===== src/rtl/tone_pkg.sv =====
// tone_pkg: shared types and the default pattern table for tone_sequencer.
//   pattern_t        - one beep pattern (tone half period, on/off time, repeats)
//   state_t          - sequencer states
//   DEFAULT_PATTERNS - four-entry factory table, entry 0 in the low bits
package tone_pkg;

    typedef struct packed {
        logic [17:0] half_period;  // CLK cycles per half tone period, >= 1
        logic [11:0] on_ms;
        logic [11:0] off_ms;
        logic [3:0]  repeats;
    } pattern_t;

    typedef enum logic [1:0] {
        IDLE,
        TONE,
        GAP,
        FINISH
    } state_t;

    localparam pattern_t [3:0] DEFAULT_PATTERNS = {
        pattern_t'{half_period: 18'd125000, on_ms: 12'd500, off_ms: 12'd250, repeats: 4'd2}, // error
        pattern_t'{half_period: 18'd50000,  on_ms: 12'd100, off_ms: 12'd100, repeats: 4'd3}, // keypress ack
        pattern_t'{half_period: 18'd24414,  on_ms: 12'd50,  off_ms: 12'd50,  repeats: 4'd5}, // alarm
        pattern_t'{half_period: 18'd62500,  on_ms: 12'd200, off_ms: 12'd0,   repeats: 4'd1}  // arm warning
    };

endpackage


===== src/rtl/tone_sequencer_ms_ticker.sv =====
// ms_ticker: free-running prescaler producing a one-cycle tick every TICK_DIV cycles.
//   clk      - system clock
//   reset_n  - synchronous active-low reset
//   clr      - restart the prescaler from 0 on the next edge
//   tick     - high in the last cycle of each TICK_DIV-cycle interval
module ms_ticker #(
    parameter int unsigned TICK_DIV = 100000
) (
    input  logic clk,
    input  logic reset_n,
    input  logic clr,
    output logic tick
);

    localparam int unsigned W = (TICK_DIV > 1) ? $clog2(TICK_DIV) : 1;

    logic [W-1:0] cnt;

    assign tick = (cnt == W'(TICK_DIV - 1));

    always_ff @(posedge clk) begin
        if (!reset_n || clr) begin
            cnt <= '0;
        end else if (tick) begin
            cnt <= '0;
        end else begin
            cnt <= cnt + 1'b1;
        end
    end

endmodule


===== src/rtl/tone_sequencer.sv =====
// tone_sequencer: plays one of NUM_PATTERNS beep patterns as a square wave.
//   CLK      - system clock
//   reset_n  - synchronous active-low reset
//   start    - one-cycle request, honoured only in IDLE with an in-range mode
//   mode     - pattern index, latched with start
//   abort    - return to IDLE on the next edge from any active state
//   out      - square-wave tone, 0 outside TONE
//   busy     - high while a pattern is playing (TONE or GAP)
//   done     - one-cycle pulse when a pattern completes normally
// Optional feature: define BUZZER_CONTINUOUS_EN to make repeats==0 loop forever.
module tone_sequencer
    import tone_pkg::*;
#(
    parameter int unsigned NUM_PATTERNS = 4,
    parameter int unsigned TICK_DIV     = 100000,
    parameter pattern_t [NUM_PATTERNS-1:0] PATTERNS = DEFAULT_PATTERNS,
    localparam int unsigned MODE_W = (NUM_PATTERNS > 1) ? $clog2(NUM_PATTERNS) : 1
) (
    input  logic              CLK,
    input  logic              reset_n,
    input  logic              start,
    input  logic [MODE_W-1:0] mode,
    input  logic              abort,
    output logic              out,
    output logic              busy,
    output logic              done
);

    state_t      state, state_next;
    pattern_t    pat;
    logic [3:0]  rep_cnt;
    logic [11:0] ms_cnt;
    logic [17:0] phase;
    logic        out_q;

    logic        tick;
    logic        entry;      // a state is (re)entered on this edge
    logic        accept;
    logic        tone_exit;
    logic        dur_done;
    logic        last_rep;
    logic [11:0] cur_ms;

    ms_ticker #(.TICK_DIV(TICK_DIV)) u_ticker (
        .clk     (CLK),
        .reset_n (reset_n),
        .clr     (entry || (state == IDLE)),
        .tick    (tick)
    );

    always_ff @(posedge CLK) begin
        if (!reset_n) begin
            state <= IDLE;
        end else begin
            state <= state_next;
        end
    end

    always_comb begin
        state_next = state;
        entry      = 1'b0;
        accept     = 1'b0;
        tone_exit  = 1'b0;
        cur_ms     = (state == GAP) ? pat.off_ms : pat.on_ms;
        // A zero duration ends the state after its single entry cycle.
        dur_done   = (cur_ms == '0) || (tick && (ms_cnt == cur_ms - 12'd1));
`ifdef BUZZER_CONTINUOUS_EN
        last_rep   = (pat.repeats != '0) && (rep_cnt == pat.repeats);
`else
        last_rep   = (rep_cnt == ((pat.repeats == '0) ? 4'd1 : pat.repeats));
`endif
        case (state)
            IDLE: begin
                if (start && (32'(mode) < NUM_PATTERNS)) begin
                    accept     = 1'b1;
                    entry      = 1'b1;
                    state_next = TONE;
                end
            end
            TONE: begin
                if (dur_done) begin
                    tone_exit = 1'b1;
                    entry     = 1'b1;
                    if (last_rep) begin
                        state_next = FINISH;
                    end else if (pat.off_ms != '0) begin
                        state_next = GAP;
                    end else begin
                        state_next = TONE;
                    end
                end
            end
            GAP: begin
                if (dur_done) begin
                    entry      = 1'b1;
                    state_next = TONE;
                end
            end
            FINISH: begin
                entry      = 1'b1;
                state_next = IDLE;
            end
            default: begin
                entry      = 1'b1;
                state_next = IDLE;
            end
        endcase
        if (abort && (state != IDLE)) begin
            state_next = IDLE;
            entry      = 1'b1;
            tone_exit  = 1'b0;
        end
    end

    always_ff @(posedge CLK) begin
        if (!reset_n) begin
            pat     <= '0;
            rep_cnt <= '0;
            ms_cnt  <= '0;
            phase   <= '0;
            out_q   <= 1'b0;
        end else begin
            if (accept) begin
                pat     <= PATTERNS[mode];
                rep_cnt <= 4'd1;
            end else if (tone_exit && (rep_cnt != '1)) begin
                rep_cnt <= rep_cnt + 4'd1;
            end

            if (entry) begin
                ms_cnt <= '0;
                phase  <= '0;
                out_q  <= 1'b0;
            end else begin
                if (tick && (state != IDLE)) begin
                    ms_cnt <= ms_cnt + 12'd1;
                end
                if ((state == TONE) && (pat.on_ms != '0)) begin
                    if (phase == pat.half_period - 18'd1) begin
                        phase <= '0;
                        out_q <= ~out_q;
                    end else begin
                        phase <= phase + 18'd1;
                    end
                end
            end
        end
    end

    assign out  = out_q;
    assign busy = (state == TONE) || (state == GAP);
    assign done = (state == FINISH) && !abort;

endmodule


===== config.mk =====
export PLATFORM = sky130hd
export DESIGN_NAME = tone_sequencer
export DESIGN_NICKNAME = d
export VERILOG_FILES = /design/src/rtl/tone_pkg.sv /design/src/rtl/tone_sequencer_ms_ticker.sv /design/src/rtl/tone_sequencer.sv
export SDC_FILE = /design/constraint.sdc
export NUM_CORES = 1
export LEC_CHECK = 0
export CAP_MARGIN = 20
export CORE_ASPECT_RATIO = 1.1
export CORE_UTILIZATION = 60
export DETAILED_ROUTE_END_ITERATION = 16
export HOLD_SLACK_MARGIN = 0.02
export PLACE_DENSITY = 0.77
export SLEW_MARGIN = 10
export SYNTH_ARGS = -nofsm -noshare
export SYNTH_HDL_FRONTEND = slang
export SYNTH_HIERARCHICAL = 1
export SYNTH_SLANG_ARGS = --single-unit
export TNS_END_PERCENT = 20

===== constraint.sdc =====
create_clock -name CLK -period 3.8 [get_ports CLK]
set_input_delay 0.38 -clock CLK [delete_from_list [all_inputs] [get_ports CLK]]
set_output_delay 0.38 -clock CLK [all_outputs]
set_load 0.005 [all_outputs]

==> metrics.txt, run 1 <==
status=completed; grt ovf=0; final period utilization=91.47%; crit path max fanout=17; TritonCTS sink count=67; setup ws final=0.3243 ns; # rows=31; post-layout minimum cycle time=3.476 ns; Routed wire per std cell=around 15 um; VDD IR max=0.0003915 V; Synth Area in Adders=5.248%; Synth warnings=6; fmax=287.7 MHz; met3 routed wirelength=267 um; clock skew=roughly 0.0055 ns; mux cell area share after synthesis=under 10%; main combinational cell family by area after synthesis=simple AND/OR/NAND/NOR gates; drt drc=0; DR iter-0 viols=211; synth top area cells=dfxtp_1 (31%), xnor2_1 (7.3%), xor2_1 (5.5%); clk_lat worst skew=~0.35 ns; Avg Vias per Cell=between 6 and 7; commonest non-fill, non-tap cell in the layout=dfxtp_1; gr usage total=26.83%; CP Launch Type=flop; Final nets=between 500 and 600; endpoints failing setup=0; class of the worst hold path=flop to flop; post_cts resized=0; Die ar.=7495 um2; RSZ-0062 raised after global routing=no; Metal-1 WL=about 4200 um; sequential fraction of the synthesis area=31.25%; Distinct cells, synth=71; Routed WL=9280 um; P per Cell Area=516.0 nW/um2; Reg2Reg Depth=14; final hold vios=0; antenna viol nets, final=0; hold path depth=1; # H-tree levels=3; Synth Register Bits=67; XOR/XNOR share of the synthesized area=13.38%; Top Metal Used=met4; crit path kind=flop to flop; initial antenna violation count=0; EDFF count, synth=0; Antenna diodes=0; commonest non-fill, non-tap cells in the layout=dfxtp_1 (67), nor2_1 (52), nand2_1 (44); Max Cap Violations=0; DR pass1 iterations=4; Worst-path clk slew=0.08 ns; Post-CTS Hold Buffers=0; syn_area_per_cell=8.301 um2; Finished Cell Area=~4700 um2; Syn Nets=541; Gate Count Post-Synth=a little over 500; Fin Setup TNS=0 ns; area grow syn2layout=8.659%; Fin Hold WS=0.4633 ns; static leakage=around 1.7 nW; area post-placement=4389 um2; Synth top area share=31.25%; Post-Syn Area=4292 um2; Die Wd=82.64 um; Initial Util=63.59%; RePlAce Congestion=a little under 0.9; top_reg_cell synth=dfxtp_1; crit path DAT=3.76 ns; die height=~91 um; Synth async-reset ratio=0%; CP required=4.08 ns; CTS tree=done; CTS max path bufs=2; vias in the first global route=between 3000 and 4000; share of layout cells above drive strength 1=8.015%; Synth Area in Compound Gates=14.11%; postcts setup bufs=0; Final Max Tran Viols=0; relative max-transition margin=54.29%; DR WL met2=4525 um; largest net degree at the start of global routing=24; pre-CTS setup slack=0.2707 ns; first-pass GRT wire length=between 15000 and 20000 um; Worst-Margin Slew=0.6840 ns; Core Box Area=6749 um2; Post-DP HPWL=around 6700 um; CTS Buf Count=9; Critical Path Sink Type=flop; post-synth top area cell=dfxtp_1; clock root buffer=clkbuf_8; top-level I/O count=9; Via Count=3687; port bufs=8; simple-gate share of the synthesized area=29.18%
cell usage after synthesis, drive strengths merged (6+ instances only):
| cell | n |
|---|---|
| dfxtp | 67 |
| nor2 | 53 |
| nand2 | 44 |
| xnor2 | 36 |
| nor3 | 29 |
| xor2 | 27 |
| nand3 | 25 |
| ha | 18 |
| nand4 | 18 |
| inv | 17 |
| o21ai | 17 |
| a21oi | 12 |
| buf | 12 |
| clkbuf | 12 |
| nor2b | 9 |
| nor4 | 9 |
| a21boi | 8 |
| and3 | 8 |
| mux2i | 8 |
| a31oi | 6 |
| or3 | 6 |
worst paths after layout:
check / startpoint / to / slack, ns
worst min-delay path: u_ticker/cnt[0] / u_ticker/cnt[0] / 0.46
worst max register to register: state[0] / u_ticker/cnt[11] / 0.32
worst min register to register: u_ticker/cnt[0] / u_ticker/cnt[0] / 0.46
worst max-delay path: state[0] / u_ticker/cnt[11] / 0.32
logic make-up (layout without fill, tap and decap cells):
logic type	Yosys count	after routing
AO/OA/AOI/OAI	81	81
XOR/XNOR	64	64
AND/OR/NAND/NOR	237	237
adder cells (fa/ha/maj)	18	18
buffers and inverters	41	48
flip-flops	67	67
multiplexers	9	9
where the power goes:
group | switching [mW] | total (mW) | internal, mW
Sequential | 0.0729 | 0.818 | 0.745
Clock | 0.293 | 0.748 | 0.455
Combinational | 0.495 | 0.840 | 0.345
Total | 0.861 | 2.41 | 1.55
worst max-delay path: stages, from the launching register on:
cell and delay (ns):
dfxtp_1 0.34, inv_1 0.12, ha_2 0.26, mux2i_2 0.33
ha_1 0.26, nor4bb_2 0.29, a21oi_1 0.14, o21ai_0 0.25
a22oi_2 0.13, and2_1 0.20, a21o_1 0.21, a2111o_1 0.41
inv_1 0.09, o311ai_4 0.22, nor2_1 0.17
area by class of cell:
class	instances	area [um2]
multi-input cells	409	2774
well taps	82	102.6
clock buffers	10	137.6
fillers	538	2086
clock inverters	6	111.4
repair buffers	15	132.6
flip-flops and latches	67	1341
inverters	17	63.81
state kept, by name (all words and copies together) (netlist names):
name / cells
phase: 18
pat: 13
state: 2
u_ticker/cnt: 17
out: 1
ms_cnt: 12
rep_cnt: 4
metrics by stage:
step                std cells  util (%)  total power, mW
finish                    606     69.10            2.406
global route              606     69.10            2.543
CTS                       606     68.72            2.390
detailed placement        590     65.04            1.648
global placement          590     65.04            1.628
floorplan                 517         -            1.483
metal layers:
metal	track usage (%)	vias up
met5	0	-
li1	-	1838
met2	44.63	79
met4	12.07	0
met3	4.545	21
met1	33.08	1749
(Power assumes the default switching activity.)
==> run 2, diff against run 1 <==
ABC_AREA = 1   (was not set)
CORE_UTILIZATION = 50   (was 60)
PLACE_DENSITY = 0.66   (was 0.77)
==> run 2 against run 1 <==
Against the previous run:
- clock skew increased by 0.011 ns
- total power grew 9.6%
- critical path depth up 7
- critical endpoint is now u_ticker/cnt[9]
- critical path type unchanged
- largest cell class unchanged
- design area rose by 1.3%
- synthesized area is 2.3% higher
- non-clock buffer count is 6 lower
- synthesized cell count up 25%
- highest routed layer unchanged
- wire length increased by 2.2%
==> metrics.txt, run 2 <==
status=completed; top-count cell post-synth=nand2_1; clock root buffer=clkbuf_8; port bufs=8 (unchanged); top-level I/O count=9 (unchanged); number of flip-flops in the largest register=18 (unchanged); die height=100.3 um (+11%); commonest non-fill, non-tap cell in the layout=nand2_1; GR peak layer=met2; postcts setup bufs=0 (unchanged); endpoints failing setup=0 (unchanged); hold path depth=1 (unchanged); Routed wire per std cell=12.30 um (-20%); RSZ-0062 raised after global routing=no; area grow syn2layout=7.668%; post_cts resized=0 (unchanged); Syn Nets=668 (+23%); Antenna diodes=0 (unchanged); Logic pwr share=45.4% (+10 points); share of layout cells above drive strength 1=11.82% (+3.8 points); Reg2Reg Depth=21 (+7); Synth async-reset ratio=0% (unchanged); Die ar.=9157 um2 (+22%); switching share of total power=43.29% (+7.5 points); Max Cap Violations=0 (unchanged); Finished Cell Area=4726 um2 (+1.3%); Post-CTS Hold Buffers=0 (unchanged); Critical Path Sink Type=flop; top_reg_cell synth=dfxtp_1; grt met3 use=4.167% (-0.38 points); met2 usage=38.99% (-5.6 points); CP required=4.10 ns (+0.02 ns); largest net degree at the start of global routing=32 (+33%); multi-input logic area=2619 um2 (-5.6%); # H-tree levels=3 (unchanged); Finished Layout Cells=771 (+27%); CTS max path bufs=2 (unchanged); Via Count=3893 (+5.6%); synth top area cells=dfxtp_1 (31%), nand2_1 (13%), nor2_1 (7.6%); drt drc=0 (unchanged); top cells by count, synth=nand2_1 (147), nor2_1 (89), inv_1 (85); EDFF count, synth=0 (unchanged); Die Wd=91.33 um (+11%); class of the worst hold path=flop to flop; r2r setup slk=0.70 ns (+0.37 ns); crit path kind=flop to flop; met1 Use GR=26.58% (-6.5 points); P per Cell Area=557.9 nW/um2 (+8.1%); relative max-transition margin=53.71% (-0.58 points); syn_area_per_cell=6.816 um2 (-18%); switching pwr=1.141 mW (+33%); top flop regs=phase x18, u_ticker/cnt x17, pat x13; Synth top area share=30.56% (-0.69 points); r2r endpoint=u_ticker/cnt[9]; Fin Hold WS=0.4844 ns (+0.02106 ns); Post-DP HPWL=7147 um (+6.9%); Largest Register=phase; placed cells=755 (+28%); Final Power=2.637 mW (+9.6%); VDD IR max=0.0003751 V (-4.2%); Worst-Margin Slew=0.6768 ns (-0.007217 ns); Distinct cells, synth=40 (-44%); Worst R2R Start=state[0]; RePlAce Congestion=0.9451 (+6.6%); static leakage=1.907 nW (+15%); Synth Register Bits=67 (unchanged); grt ovf=0 (unchanged); Final Max Tran Viols=0 (unchanged); internal power=1.495 mW (-3.2%); Synth warnings=6 (unchanged); gr usage total=22.23% (-4.6 points); # rows=35 (+13%); Initial Util=51.93% (-12 points); DR pass1 iterations=4 (unchanged); register area=1341 um2 (unchanged); crit path max fanout=17 (unchanged); Worst-path clk slew=0.08 ns (about the same); Filler cells=831 (+54%); worst hold path startpoint=u_ticker/cnt[0]; final hold vios=0 (unchanged); CTS tree=done; hold endpoint=u_ticker/cnt[0]; sequential fraction of the synthesis area=30.56% (-0.69 points); Routed WL=9487 um (+2.2%); post-layout minimum cycle time=3.105 ns (-0.3710 ns); vias in the first global route=3668 (+2.2%); fmax=322.1 MHz (+12%); post-synth top area cell=dfxtp_1; Gate Count Post-Synth=644 (+25%); first-pass GRT wire length=16260 um (+2.7%); area post-placement=4532 um2 (+3.2%); Final nets=679 (+25%); clk_lat worst skew=0.36 ns (about the same); CP Launch Type=flop; final period utilization=81.70% (-9.8 points); Avg Vias per Cell=5.049 (-17%); commonest non-fill, non-tap cells in the layout=nand2_1 (147), nor2_1 (89), inv_1 (85); clock skew=0.01682 ns (+0.01133 ns); clock power share=23.1% (-8.0 points); CTS Buf Count=9 (unchanged); initial antenna violation count=0 (unchanged); antenna viol nets, final=0 (unchanged); TritonCTS sink count=67 (unchanged); Core Box Area=8452 um2 (+25%); sequential power share=31.5% (-2.5 points); crit path DAT=3.40 ns (-0.36 ns); Fin Setup TNS=0 ns (unchanged); Post-Syn Area=4389 um2 (+2.3%); DR iter-0 viols=112 (-47%)
## run 2: per-layer routing
metal	vias to the layer above	wire length, um
met5	-	0
met4	0	211
met3	20	233
met2	46	4614
met1	1778	4427
li1	2049	-
## run 2: how the worst max path moves through the flow
stage	slack, ns	from	end	depth (start not counted)
floorplan	1.13	state[0]	u_ticker/cnt[2]	26
global placement	0.81	state[0]	u_ticker/cnt[15]	21
finish	0.70	state[0]	u_ticker/cnt[9]	21
detailed placement	0.74	state[0]	u_ticker/cnt[9]	21
global route	0.37	state[0]	phase[14]	23
CTS	0.71	state[0]	u_ticker/cnt[9]	21
## run 2: cell families (layout without fill, tap and decap cells)
logic type / count (synthesis) / count (layout) / share of synthesized area (%)
buffers and inverters: 101 / 117 / 9.778
flip-flops: 67 / 67 / 30.56
XOR/XNOR: 41 / 41 / 8.181
AND/OR/NAND/NOR: 362 / 362 / 39.37
AO/OA/AOI/OAI: 55 / 55 / 6.984
adder cells (fa/ha/maj): 18 / 18 / 5.131
## run 2: critical path, cell delays in order (launching register included)
cell	delay, ns
dfxtp_1	0.34
inv_1	0.12
ha_1	0.34
inv_2	0.10
nand2_1	0.10
nand2_2	0.09
inv_2	0.07
ha_1	0.16
nand3_1	0.14
nor2_2	0.22
nand3_1	0.12
a21oi_1	0.19
nor2_1	0.06
nand4_1	0.10
nand2_1	0.09
nand2_1	0.06
nand2_1	0.06
nand2_2	0.07
nand3_1	0.07
nor2_1	0.19
nand2_4	0.19
nor2_1	0.14
## run 2: area by class of cell
class | count | share of cell area (%)
Tap cell | 111 | 2.939
Inverter | 92 | 7.307
Clock inverter | 4 | 1.033
Multi-Input combinational cell | 476 | 55.41
Clock buffer | 12 | 3.071
Timing Repair Buffer | 9 | 1.853
Sequential cell | 67 | 28.38
## run 2: through the flow
step / utilization, % / worst slack, ns
floorplan: - / 1.130
global placement: 53.62 / 0.8072
detailed placement: 53.62 / 0.7371
CTS: 55.91 / 0.7070
global route: 55.91 / 0.3680
finish: 55.91 / 0.6953
## run 2: power by group through the flow
stage | Sequential, mW | Combinational (mW) | Clock [mW]
5_1_grt | 0.836 | 1.35 | 0.654
3_5_place_dp | 0.845 | 1.19 | 0
4_1_cts | 0.829 | 1.20 | 0.624
6_report | 0.830 | 1.20 | 0.610
2_1_floorplan | 0.823 | 0.993 | 0
3_3_place_gp | 0.841 | 1.18 | 0
